$ cat src/rtl/pixel_readout_pkg.sv
// pixel_readout_pkg: shared sensor geometry (PixelSensorConfig), output FSM state and row-tag types.
package PixelSensorConfig;
  localparam int PIXEL_ARRAY_WIDTH = 2;
  localparam int PIXEL_ARRAY_HEIGHT = 2;
  localparam int PIXEL_BITS = 8;
  function automatic int width_of(input int n);
    return (n > 1) ? $clog2(n) : 1;
  endfunction
  typedef enum logic {IDLE, STREAM} out_state_e;
  typedef logic [width_of(PIXEL_ARRAY_HEIGHT)-1:0] row_tag_t;
endpackage

$ cat src/rtl/pixel_readout_row_fifo.sv
// RowFifo: row buffer of DEPTH entries; exposes head and the entry behind it so the
// reader can move to the next row in the same cycle it pops the head.
module RowFifo #(
  parameter int DATA_W = 8,
  parameter int DEPTH = 2
) (
  input  logic              clk,
  input  logic              rst_n,
  input  logic              wr_en,
  input  logic [DATA_W-1:0] wr_data,
  input  logic              rd_en,
  output logic [DATA_W-1:0] head_data,
  output logic [DATA_W-1:0] next_data,
  output logic              full,
  output logic              empty,
  output logic              multi
);
  import PixelSensorConfig::*;
  localparam int PTR_W = width_of(DEPTH);
  localparam int CNT_W = $clog2(DEPTH + 1);
  logic [DATA_W-1:0] mem_q [DEPTH];
  logic [PTR_W-1:0] wr_ptr_q, wr_ptr_d, rd_ptr_q, rd_ptr_d;
  logic [CNT_W-1:0] count_q, count_d;
  logic do_wr, do_rd;
  function automatic logic [PTR_W-1:0] inc(input logic [PTR_W-1:0] p);
    return (p == PTR_W'(DEPTH - 1)) ? '0 : p + 1'b1;
  endfunction
  assign full = count_q == CNT_W'(DEPTH);
  assign empty = count_q == '0;
  assign multi = count_q > CNT_W'(1);
  assign head_data = mem_q[rd_ptr_q];
  assign next_data = mem_q[inc(rd_ptr_q)];
  always_comb begin
    do_rd = rd_en && !empty;
    do_wr = wr_en && (!full || do_rd);
    wr_ptr_d = do_wr ? inc(wr_ptr_q) : wr_ptr_q;
    rd_ptr_d = do_rd ? inc(rd_ptr_q) : rd_ptr_q;
    count_d = count_q + CNT_W'(do_wr) - CNT_W'(do_rd);
  end
  always_ff @(posedge clk or negedge rst_n) begin
    if (!rst_n) begin
      wr_ptr_q <= '0;
      rd_ptr_q <= '0;
      count_q <= '0;
    end else begin
      wr_ptr_q <= wr_ptr_d;
      rd_ptr_q <= rd_ptr_d;
      count_q <= count_d;
    end
  end
  always_ff @(posedge clk) if (do_wr) mem_q[wr_ptr_q] <= wr_data;
endmodule

$ cat src/rtl/pixel_readout.sv
// pixel_readout: captures sensor rows into RowFifo and serializes them as a ready/valid pixel stream.
// PIXEL_READOUT_GRAY_DECODE_EN: Gray-to-binary decode each pixel on OUT_DATA (no added latency).
module pixel_readout #(
  parameter int PIXEL_ARRAY_WIDTH = PixelSensorConfig::PIXEL_ARRAY_WIDTH,
  parameter int PIXEL_ARRAY_HEIGHT = PixelSensorConfig::PIXEL_ARRAY_HEIGHT,
  parameter int PIXEL_BITS = PixelSensorConfig::PIXEL_BITS,
  parameter int FIFO_ROWS = 2
) (
  input  logic                                                        CLK,
  input  logic                                                        RESET,
  input  logic                                                        NEW_ROW,
  input  logic [PIXEL_ARRAY_WIDTH*PIXEL_BITS-1:0]                     ROW_DATA,
  input  logic                                                        FRAME_FINISHED,
  input  logic                                                        OUT_READY,
  output logic                                                        OUT_VALID,
  output logic [PIXEL_BITS-1:0]                                       OUT_DATA,
  output logic [PixelSensorConfig::width_of(PIXEL_ARRAY_WIDTH)-1:0]   OUT_COL,
  output logic [PixelSensorConfig::width_of(PIXEL_ARRAY_HEIGHT)-1:0]  OUT_ROW,
  output logic                                                        OUT_FRAME_END,
  output logic                                                        OVERFLOW
);
  import PixelSensorConfig::*;
  localparam int COL_W = width_of(PIXEL_ARRAY_WIDTH);
  localparam int ROW_W = width_of(PIXEL_ARRAY_HEIGHT);
  localparam int IDX_W = $clog2(PIXEL_ARRAY_HEIGHT + 1);
  localparam int ROW_BITS = PIXEL_ARRAY_WIDTH * PIXEL_BITS;
  localparam int ENTRY_W = ROW_W + ROW_BITS;
  out_state_e state_q, state_d;
  logic [IDX_W-1:0] row_idx_q, row_idx_d;
  logic [ROW_BITS-1:0] sreg_q, sreg_d;
  logic [COL_W-1:0] col_q, col_d;
  logic [ROW_W-1:0] tag_q, tag_d;
  logic overflow_q, overflow_d;
  logic [ENTRY_W-1:0] wr_entry, head_entry, next_entry, load_entry;
  logic full, empty, multi;
  logic fire, last, pop, room, capture, load;
  logic [PIXEL_BITS-1:0] pix, pix_out;
  RowFifo #(.DATA_W(ENTRY_W), .DEPTH(FIFO_ROWS)) u_fifo (
    .clk(CLK),
    .rst_n(RESET),
    .wr_en(capture),
    .wr_data(wr_entry),
    .rd_en(pop),
    .head_data(head_entry),
    .next_data(next_entry),
    .full(full),
    .empty(empty),
    .multi(multi)
  );
  // Head stays buffered until its last pixel is accepted; a row arriving while the
  // only buffered row pops is the next one to stream.
  always_comb begin
    fire = state_q == STREAM && OUT_READY;
    last = col_q == COL_W'(PIXEL_ARRAY_WIDTH - 1);
    pop = fire && last;
    room = row_idx_q < IDX_W'(PIXEL_ARRAY_HEIGHT);
    capture = NEW_ROW && room && (!full || pop);
    wr_entry = {ROW_W'(row_idx_q), ROW_DATA};
    row_idx_d = FRAME_FINISHED ? '0 : (NEW_ROW && room) ? row_idx_q + 1'b1 : row_idx_q;
    overflow_d = overflow_q | (NEW_ROW & ~capture);
    load = (state_q == IDLE && !empty) || (pop && (multi || capture));
    load_entry = (state_q == IDLE) ? head_entry : multi ? next_entry : wr_entry;
    state_d = state_q;
    sreg_d = sreg_q;
    col_d = col_q;
    tag_d = tag_q;
    if (load) begin
      state_d = STREAM;
      sreg_d = load_entry[ROW_BITS-1:0];
      tag_d = load_entry[ENTRY_W-1 -: ROW_W];
      col_d = '0;
    end else if (fire) begin
      state_d = last ? IDLE : STREAM;
      sreg_d = sreg_q >> PIXEL_BITS;
      col_d = last ? '0 : col_q + 1'b1;
    end
  end
  always_ff @(posedge CLK or negedge RESET) begin
    if (!RESET) begin
      state_q <= IDLE;
      row_idx_q <= '0;
      sreg_q <= '0;
      col_q <= '0;
      tag_q <= '0;
      overflow_q <= 1'b0;
    end else begin
      state_q <= state_d;
      row_idx_q <= row_idx_d;
      sreg_q <= sreg_d;
      col_q <= col_d;
      tag_q <= tag_d;
      overflow_q <= overflow_d;
    end
  end
  always_comb begin
    pix = sreg_q[PIXEL_BITS-1:0];
    pix_out = pix;
`ifdef PIXEL_READOUT_GRAY_DECODE_EN
    for (int i = 0; i < PIXEL_BITS; i++) pix_out[i] = ^(pix >> i);
`endif
  end
  assign OUT_VALID = state_q == STREAM;
  assign OUT_DATA = pix_out;
  assign OUT_COL = col_q;
  assign OUT_ROW = tag_q;
  assign OUT_FRAME_END = OUT_VALID && last && tag_q == ROW_W'(PIXEL_ARRAY_HEIGHT - 1);
  assign OVERFLOW = overflow_q;
endmodule
$ cat config.mk
export PLATFORM = sky130hd
export DESIGN_NAME = pixel_readout
export DESIGN_NICKNAME = d
export VERILOG_FILES = /design/src/rtl/pixel_readout_pkg.sv /design/src/rtl/pixel_readout_row_fifo.sv /design/src/rtl/pixel_readout.sv
export SDC_FILE = /design/constraint.sdc
export NUM_CORES = 1
export LEC_CHECK = 0
export CORE_ASPECT_RATIO = 1.5
export CORE_MARGIN = 2
export CORE_UTILIZATION = 55
export DETAILED_ROUTE_END_ITERATION = 8
export PLACE_DENSITY = 0.84
export SETUP_SLACK_MARGIN = 0.4
export SLEW_MARGIN = 30
export SYNTH_ARGS = -nofsm -noshare
export SYNTH_HDL_FRONTEND = slang
export SYNTH_SLANG_ARGS = --single-unit
$ cat constraint.sdc
create_clock -name CLK -period 2.4 [get_ports CLK]
set_input_delay 0.36 -clock CLK [delete_from_list [all_inputs] [get_ports CLK]]
set_output_delay 0.36 -clock CLK [all_outputs]
set_load 0.005 [all_outputs]
==> results.rst, run 1 <==
.. list-table::
   :header-rows: 1

   * - Metric
     - Value
   * - Result of the run
     - completed
   * - Met1 layer usage reported by global route
     - roughly 24%
   * - Total CTS buffers
     - 9
   * - CP max stage cell
     - clkdlybuf4s50_1
   * - Worst hold-check path type
     - input pin to async pin
   * - Capture instance of the worst register-to-register path
     - u_fifo.mem_q[1][8]$_DFFE_PP_
   * - R2r worst-path depth
     - 4
   * - Effective utilization at floorplan
     - between 50% and 60%
   * - Unrepaired setup endpoints after global routing
     - false
   * - Area after detailed placement
     - 3320 sq um
   * - Synth top cells by count
     - nor2_1, mux2i_1, edfxtp_1
   * - Max cap viols
     - 0
   * - Buffer type at the clock tree root
     - clkbuf_8
   * - FF-to-FF setup slack
     - 580 ps
   * - Die boundary width
     - 64.0 um
   * - # IOs
     - 34
   * - Routed wire length
     - around 5.7 mm
   * - Worst reg2reg startpoint
     - u_fifo.count_q[1]$_DFF_PN0_
   * - Final Cycle Share
     - between 70% and 80%
   * - Number of distinct library cells after synthesis
     - 32
   * - Number of placed instances, taps included
     - 345
   * - Overall routing resource usage
     - 21.4%
   * - Total chip power
     - 4690 uW
   * - First-pass GRT wire length
     - 9.52 mm
   * - Final HPWL from detailed placement
     - between 3 and 4 mm
   * - Class of the most critical setup path
     - flip-flop to primary output
   * - Number of failing hold endpoints at the final stage
     - 0
   * - Leakage Power
     - around 0.0014 uW
   * - Total number of placement rows
     - 32
   * - Fmax achieved
     - roughly 0.52 GHz
   * - Data required, critical path
     - 2040 ps
   * - Most numerous cell in the Yosys netlist
     - nor2_1
   * - DR pass1 iterations
     - 4
   * - Signal arrival time at the worst endpoint
     - roughly 1600 ps
   * - Worst setup SP type
     - flip-flop
   * - Met3 usage in global routing
     - 3.96%
   * - Routed len/inst
     - ~16 um
   * - Met2 routing resource usage after global routing
     - 36.5%
   * - Overall via count from detail_route
     - ~2000
   * - Slew Limit Fails
     - 0
   * - Ordered list of cells on the worst path
     - buf_4, and3_1, clkdlybuf4s50_1
   * - Finished Layout Cells
     - 364
   * - Avg Inst Size Synth
     - between 10 and 15 sq um
   * - Layout area overhead
     - 21.0%
   * - Initial antenna violation count
     - 0
   * - Power density over the cells
     - 1300 nW/um^2
   * - Final TNS setup
     - 0 ps
   * - Sort of element at the end of the critical path
     - primary output
   * - Number of H-tree levels
     - 3
   * - Tightest hold margin
     - between 300 and 400 ps
   * - Die extent in y
     - between 90 and 100 um
   * - Share of the synthesized area in the top cell type
     - roughly a third
   * - Global-route congestion overflow total
     - 0
   * - Number of buffers inserted by port buffering
     - 33
   * - Mapped Cells
     - ~260
   * - Synth async-reset ratio
     - between 40% and 50%
   * - Worst-path maximum fanout
     - 5
   * - Count of hold buffers inserted by post-cts repair
     - 0
   * - Routability congestion estimate from global placement
     - approximately 0.82
   * - Post-route design area
     - 3600 sq um
   * - Per-cell via count in the routed design
     - 5.54
   * - Total of warnings raised by yosys
     - 0
   * - Largest net degree at the start of global routing
     - 40
   * - Worst-case headroom to the max-slew limit
     - 62.2%
   * - Busiest layer in global routing
     - met2
   * - Post-layout minimum cycle time
     - 1910 ps
   * - Launching instance or port of the critical path
     - OUT_COL$_DFFE_PN0P_
   * - Buffer depth of the longest clock path
     - 2
   * - Commonest register cell after synthesis
     - edfxtp_1
   * - Clock net sink count
     - 60
   * - Sequential element share of the synthesized area
     - ~56%
   * - Critical path destination
     - OUT_FRAME_END
   * - Core area
     - slightly above 5000 sq um
   * - EDFF count, synth
     - 34
   * - CTS clock-pin slew for the worst setup and hold paths
     - 70 ps
   * - CTS tree
     - done
   * - Full die area
     - 6020 sq um
   * - Layout cell share with drive strength beyond 1
     - approximately 16%
   * - Drt drc
     - 0
   * - Final ANT Viol Nets
     - 0
   * - CP max stage delay
     - 490 ps
   * - Peak ir drop on the vdd network
     - roughly 0.71 mV
   * - Maximum clock skew at final layout
     - slightly above 10 ps
   * - Source-to-sink clock delay at the later pin of the worst-skew pair
     - 340 ps
   * - Library cell occupying the most area in the post-synthesis netlist
     - edfxtp_1
   * - Actual transition at the worst max-transition pin
     - between 500 and 600 ps
   * - Cell types with the largest area share after synthesis
     - edfxtp_1, dfrtp_1, mux2i_1, nor2_1, a211oi_1
   * - Synthesized cell area
     - 2970 sq um
   * - Number of global-route vias before repair
     - just under 2000
   * - Final-report setup violation count
     - 0
   * - Number of DRC markers in iteration 0
     - 93
   * - Number of storage elements in the synthesis netlist
     - 60
   * - Net count of the mapped netlist
     - 279
   * - Total Nets Final
     - roughly 310
   * - Antenna Diode Count
     - 0
-- power by group --
group	switching, uW	leakage (uW)	internal, uW
combinational	1020	0.000714	971
sequential	290	0.000626	1450
clock	388	0.0000989	578
total	1690	0.00144	2990
-- cell type report --
class                           count  area (sq um)
Clock buffer                        9           124
Clock inverter                      7          91.3
Fill cell                         349          1570
Inverter                            2          7.51
Multi-Input combinational cell    170          1140
Sequential cell                    60          1670
Tap cell                           68          85.1
Timing Repair Buffer               48           473
-- per-stage QoR --
| stage | util [%] | setup slack [ps] |
|---|---|---|
| final | 69.6 | 492 |
| after global routing | 69.6 | 447 |
| after CTS | 68.8 | 387 |
| after detailed placement | 64.3 | 191 |
| after global placement | 64.3 | 290 |
| after floorplan | - | 533 |
-- cell families after synthesis --
family	after synthesis	share of synthesized area [%]
compound gates	65	14.0
simple gates	61	9.13
flops	60	56.2
mux	37	12.6
buf+inv	26	5.72
xor+xnor	5	1.47
fa+ha+maj	2	0.841
-- worst min-delay path by stage --
stage | startpoint | end | slack (ps) | depth (start not counted)
2_1_floorplan | RESET | OUT_COL$_DFFE_PN0P_ | 60 | 0
3_3_place_gp | OVERFLOW$_DFF_PN0_ | OVERFLOW$_DFF_PN0_ | 450 | 1
3_5_place_dp | OVERFLOW$_DFF_PN0_ | OVERFLOW$_DFF_PN0_ | 460 | 1
4_1_cts | RESET | sreg_q[10]$_DFFE_PN0P_ | 380 | 2
5_1_grt | RESET | row_idx_q[0]$_DFFE_PN0P_ | 410 | 2
6_report | RESET | sreg_q[2]$_DFFE_PN0P_ | 390 | 2
-- worst max-delay path: cells and delay by family (launching register included) --
family	cells	cell delay, ps
DFF	1	400
buffers and inverters	2	660
and+or+nand+nor	1	160
-- registers in the layout (all words and copies together) (netlist names) --
name,flops
OUT_COL,1
OUT_ROW,1
OUT_VALID,1
OVERFLOW,1
row_idx_q,2
sreg_q,16
u_fifo.count_q,2
u_fifo.mem_q,34
u_fifo.rd_ptr_q,1
u_fifo.wr_ptr_q,1
-- routing by layer --
| layer | vias to the layer above | wire length, um | part of all wire [%] |
|---|---|---|---|
| li1 | 998 | - | - |
| met3 | 18 | 212 | 3.7 |
| met5 | - | 0 | 0 |
| met1 | 947 | 2270 | 40 |
| met2 | 54 | 3030 | 53 |
| met4 | 0 | 212 | 3.7 |
-- timing repair --
| item | in CTS | in global routing |
|---|---|---|
| gates cloned | 0 | 1 |
| buffers inserted | 0 | 2 |
| gates resized for setup | 4 | 1 |
| setup endpoints to repair | 9 | 1 |
-- cell usage in the layout (no fill, tap or decap), types with 2 or more instances in the layout --
| cell | synthesis | layout |
|---|---|---|
| a211oi_1 | 14 | 14 |
| a21oi_1 | 18 | 18 |
| a21oi_2 | 2 | 2 |
| and2_1 | 2 | 2 |
| buf_4 | 12 | 13 |
| bufinv_16 | 0 | 2 |
| clkbuf_8 | 0 | 9 |
| clkdlybuf4s50_1 | 0 | 33 |
| clkinvlp_4 | 0 | 3 |
| dfrtp_1 | 26 | 24 |
| dfrtp_2 | 0 | 2 |
| edfxtp_1 | 34 | 34 |
| ha_1 | 2 | 2 |
| inv_1 | 2 | 2 |
| mux2i_1 | 36 | 36 |
| nand2_1 | 5 | 5 |
| nand3_1 | 9 | 9 |
| nor2_1 | 38 | 38 |
| nor2b_2 | 1 | 2 |
| o21ai_0 | 19 | 19 |
| o21ai_2 | 7 | 7 |
| xnor2_1 | 3 | 3 |
| xor2_1 | 2 | 2 |
Power figures use the tool's default switching activity.
==> run 2: changes to the inputs <==
--- a/config.mk
+++ b/config.mk
@@ -7,9 +7,9 @@
 export LEC_CHECK = 0
 export CORE_ASPECT_RATIO = 1.5
 export CORE_MARGIN = 2
-export CORE_UTILIZATION = 55
+export CORE_UTILIZATION = 50
 export DETAILED_ROUTE_END_ITERATION = 8
-export PLACE_DENSITY = 0.84
+export PLACE_DENSITY = 0.81
 export SETUP_SLACK_MARGIN = 0.4
 export SLEW_MARGIN = 30
 export SYNTH_ARGS = -nofsm -noshare
==> constraint.sdc (replaced) <==
create_clock -name CLK -period 1.6 [get_ports CLK]
set_input_delay 0.24 -clock CLK [delete_from_list [all_inputs] [get_ports CLK]]
set_output_delay 0.24 -clock CLK [all_outputs]
set_load 0.005 [all_outputs]
==> run 2 against run 1 <==
Worst setup slack got worse by 500 ps. Combinational power increased by 130%. Final area rose by 17%. Via count up 13%. Sequential share of layout area fell by 6.9 points. Final cell count is 13% higher. Utilization is 3.3 points higher. Register-to-register slack got worse by 590 ps. Clock power grew 56%. Die area up 9.5%. Wire length up 28%. Highest routed layer unchanged. The flow now finishes with violations (negative setup slack).
==> results.rst, run 2 (synthesis gave the netlist of run 1 again) <==
.. list-table::
   :header-rows: 1

   * - Metric
     - Value
   * - Result of the run
     - complete, but fails checks (was completed)
   * - Violations in the final reports
     - negative setup slack
   * - Share of power burned in registers
     - 29.4% (was 37.0%)
   * - Layout fillers
     - 389 (was 349)
   * - Post-layout worst setup margin
     - -13.0 ps (was 492 ps)
   * - Post-layout minimum cycle time
     - between 1500 and 2000 ps
   * - Switch Pwr
     - 3180 uW (was 1690 uW)
   * - Antenna Diode Count
     - 0 (unchanged)
   * - Sort of element at the end of the critical path
     - flip-flop (was primary output)
   * - Most used cells in the layout excluding fill and tap cells
     - nor2_1, mux2i_1, buf_4 (was nor2_1, mux2i_1, edfxtp_1)
   * - Largest register FFs
     - 34 (unchanged)
   * - Routed wire length
     - 7.35 mm (was 5.72 mm)
   * - Routed len/inst
     - 17.8 um (was 15.7 um)
   * - First-pass GRT wire length
     - 10.9 mm (was 9.52 mm)
   * - Power density over the cells
     - 2050 nW/um^2 (was 1300 nW/um^2)
   * - Drt drc
     - 0 (unchanged)
   * - Number of DRC markers in iteration 0
     - 151 (was 93)
   * - # IOs
     - 34 (unchanged)
   * - Worst-case headroom to the max-slew limit
     - 75.6% (was 62.2%)
   * - Ordered list of cells on the worst path
     - and3_4, o21a_1, ha_1, inv_2, ha_4, xnor2_4, xnor2_1 (was buf_4, and3_1, clkdlybuf4s50_1)
   * - Final Cycle Share
     - 101%
   * - Die boundary width
     - 67.0 um (was 64.0 um)
   * - Buffer type at the clock tree root
     - clkbuf_8 (unchanged)
   * - Effective utilization at floorplan
     - 51.4% (was 57.6%)
   * - Largest registers ranked by flip-flop count
     - u_fifo.mem_q (34), sreg_q (16) (unchanged)
   * - Worst hold-check path type
     - input pin to async pin (unchanged)
   * - Clock net sink count
     - 60 (unchanged)
   * - Worst reg2reg startpoint
     - OUT_COL$_DFFE_PN0P_ (was u_fifo.count_q[1]$_DFF_PN0_)
   * - Full die area
     - 6590 sq um (was 6020 sq um)
   * - Tightest hold margin
     - 264 ps (was 386 ps)
   * - CTS tree
     - done (unchanged)
   * - Source-to-sink clock delay at the later pin of the worst-skew pair
     - 350 ps (was 340 ps)
   * - Global-route congestion overflow total
     - 0 (unchanged)
   * - Comb power frac
     - 53.1% (was 42.4%)
   * - Max cap viols
     - 0 (unchanged)
   * - Die extent in y
     - 98.5 um (was 94.1 um)
   * - Layout cell share with drive strength beyond 1
     - 39.1% (was 15.9%)
   * - Worst-path maximum fanout
     - 3 (was 5)
   * - Worst setup SP type
     - flip-flop (unchanged)
   * - Number of global-route vias before repair
     - 2319 (was 1980)
   * - Unrepaired setup endpoints after global routing
     - true (was false)
   * - Data required, critical path
     - 1830 ps (was 2040 ps)
   * - Overall via count from detail_route
     - 2279 (was 2017)
   * - Capture instance of the worst register-to-register path
     - u_fifo.count_q[1]$_DFF_PN0_ (was u_fifo.mem_q[1][8]$_DFFE_PP_)
   * - Busiest layer in global routing
     - met2 (unchanged)
   * - Met2 routing resource usage after global routing
     - 36.5% (about the same)
   * - Area after detailed placement
     - 3570 sq um (was 3320 sq um)
   * - Final HPWL from detailed placement
     - 4.26 mm (was 3.90 mm)
   * - Number of failing hold endpoints at the final stage
     - 0 (unchanged)
   * - DR pass1 iterations
     - 4 (unchanged)
   * - Total number of placement rows
     - 34 (was 32)
   * - Fmax achieved
     - slightly above 0.6 GHz
   * - Post-route design area
     - 4220 sq um (was 3600 sq um)
   * - CP max stage cell
     - dfrtp_1 (was clkdlybuf4s50_1)
   * - Number of buffers inserted by port buffering
     - 33 (unchanged)
   * - CTS clock-pin slew for the worst setup and hold paths
     - 70 ps (about the same)
   * - Final ANT Viol Nets
     - 0 (unchanged)
   * - Maximum clock skew at final layout
     - 10.3 ps (about the same)
   * - R2r worst-path depth
     - 7 (was 4)
   * - Class of the most critical setup path
     - flip-flop to flip-flop (was flip-flop to primary output)
   * - Leakage Power
     - 0.00175 uW (was 0.00144 uW)
   * - Internal power
     - 5480 uW (was 2990 uW)
   * - Signal arrival time at the worst endpoint
     - 1840 ps (was 1550 ps)
   * - Setup slack after placement
     - -290 ps (was 191 ps)
   * - FF-to-FF setup slack
     - -10 ps (was 580 ps)
   * - Clock network fraction of design power
     - 17.5% (was 20.6%)
   * - Overall routing resource usage
     - 22.5% (was 21.4%)
   * - Per-cell via count in the routed design
     - 5.53 (was 5.54)
   * - Core area
     - 5790 sq um (was 5160 sq um)
   * - Buffer depth of the longest clock path
     - 2 (unchanged)
   * - Largest net degree at the start of global routing
     - 27 (was 40)
   * - Layout area overhead
     - 41.9% (was 21.0%)
   * - Peak ir drop on the vdd network
     - 1.09 mV (was 0.710 mV)
   * - Met3 usage in global routing
     - 3.31% (was 3.96%)
   * - Utilization after layout
     - 72.9% (was 69.6%)
   * - Number of H-tree levels
     - 3 (unchanged)
   * - Met1 layer usage reported by global route
     - 27.0% (was 24.1%)
   * - Leading cell type in the layout, fill and taps excluded
     - nor2_1 (unchanged)
   * - Switching fraction of total power
     - 36.7% (was 36.1%)
   * - Total Nets Final
     - 358 (was 314)
   * - CP max stage delay
     - 430 ps (was 490 ps)
   * - Routability congestion estimate from global placement
     - 0.839 (was 0.819)
   * - Actual transition at the worst max-transition pin
     - 366 ps (was 566 ps)
   * - Total CTS buffers
     - 9 (unchanged)
   * - Final-report setup violation count
     - 1 (was 0)
   * - Largest register by flop count
     - u_fifo.mem_q (unchanged)
   * - Total chip power
     - 8660 uW (was 4690 uW)
   * - Initial antenna violation count
     - 0 (unchanged)
   * - Slew Limit Fails
     - 0 (unchanged)
-- run 2: changes by cell type in the layout (fill, tap and decap cells not counted), sizes merged --
| cell | before | now |
|---|---|---|
| buf | 14 | 61 |
| clkbuf | 10 | 16 |
| clkinv | 2 | 1 |
| clkinvlp | 3 | 1 |
| clkdlybuf4s50 | 33 | 20 |
| clkdlybuf4s15 | 0 | 7 |
-- run 2: area by class of cell --
cell class	count	area, sq um	share of cell area [%]
Sequential cell	60	1670	39.7
Tap cell	72	90.1	2.13
Multi-Input combinational cell	170	1350	31.9
Timing Repair Buffer	92	885	21.0
Clock buffer	12	145	3.44
Clock inverter	4	72.6	1.72
Inverter	2	7.51	0.178
-- run 2: power by group through the flow --
stage	registers, uW	logic (uW)	clock network [uW]
final	2550	4600	1510
after global routing	2590	4960	1580
after detailed placement	2540	3460	0
after global placement	2500	3370	0
after floorplan	2410	2600	0
after CTS	2520	3990	1510
-- run 2: how the worst max path moves through the flow --
stage                                start                       endpoint  slack (ps)  cells after the start
6_report               OUT_COL$_DFFE_PN0P_    u_fifo.count_q[1]$_DFF_PN0_         -10                      7
5_1_grt                OUT_COL$_DFFE_PN0P_    u_fifo.count_q[1]$_DFF_PN0_         -60                      7
4_1_cts                OUT_COL$_DFFE_PN0P_    u_fifo.count_q[1]$_DFF_PN0_           6                      7
3_5_place_dp                     OUT_READY    u_fifo.count_q[1]$_DFF_PN0_        -290                      8
3_3_place_gp                     OUT_READY  u_fifo.mem_q[1][13]$_DFFE_PP_        -220                      5
2_1_floorplan  u_fifo.count_q[1]$_DFF_PN0_    u_fifo.count_q[1]$_DFF_PN0_        -110                      8
-- run 2: worst max-delay path: cells and delay by family, from the launching register on --
family	cells	cell delay (ps)
adders and majority gates	2	460
AOI/OAI and AO/OA	1	130
xor gates and xnor gates	2	240
buffers and inverters	1	40
and+or+nand+nor	1	190
DFF	1	430
-- run 2: what timing repair did --
item	4_1_cts	5_1_grt
hold endpoints to repair	0	0
setup endpoints to repair	68	65
gates resized for setup	61	33
buffers inserted	15	15
pin swaps	13	8
hold buffers	0	0
-- run 2: per-stage QoR --
| step | cells | setup TNS (ps) |
|---|---|---|
| 2_1_floorplan | 256 | -1580 |
| 3_3_place_gp | 366 | -9390 |
| 3_5_place_dp | 366 | -11360 |
| 4_1_cts | 397 | 0 |
| 5_1_grt | 412 | -88.8 |
| 6_report | 412 | -13.0 |
-- run 2: metal layers --
metal,vias to the layer above,wire length [um]
met5,-,0
met3,18,205
met1,1127,2890
li1,1076,-
met2,58,4030
met4,0,216
==> run 3: changes to the inputs <==
--- a/config.mk
+++ b/config.mk
@@ -9,6 +9,7 @@
 export CORE_MARGIN = 2
 export CORE_UTILIZATION = 50
 export DETAILED_ROUTE_END_ITERATION = 8
+export GPL_TIMING_DRIVEN = 1
 export PLACE_DENSITY = 0.81
 export SETUP_SLACK_MARGIN = 0.4
 export SLEW_MARGIN = 30
==> results of run 3 <==
Same layout as run 2: the final DEF is identical, and so are final timing and power.
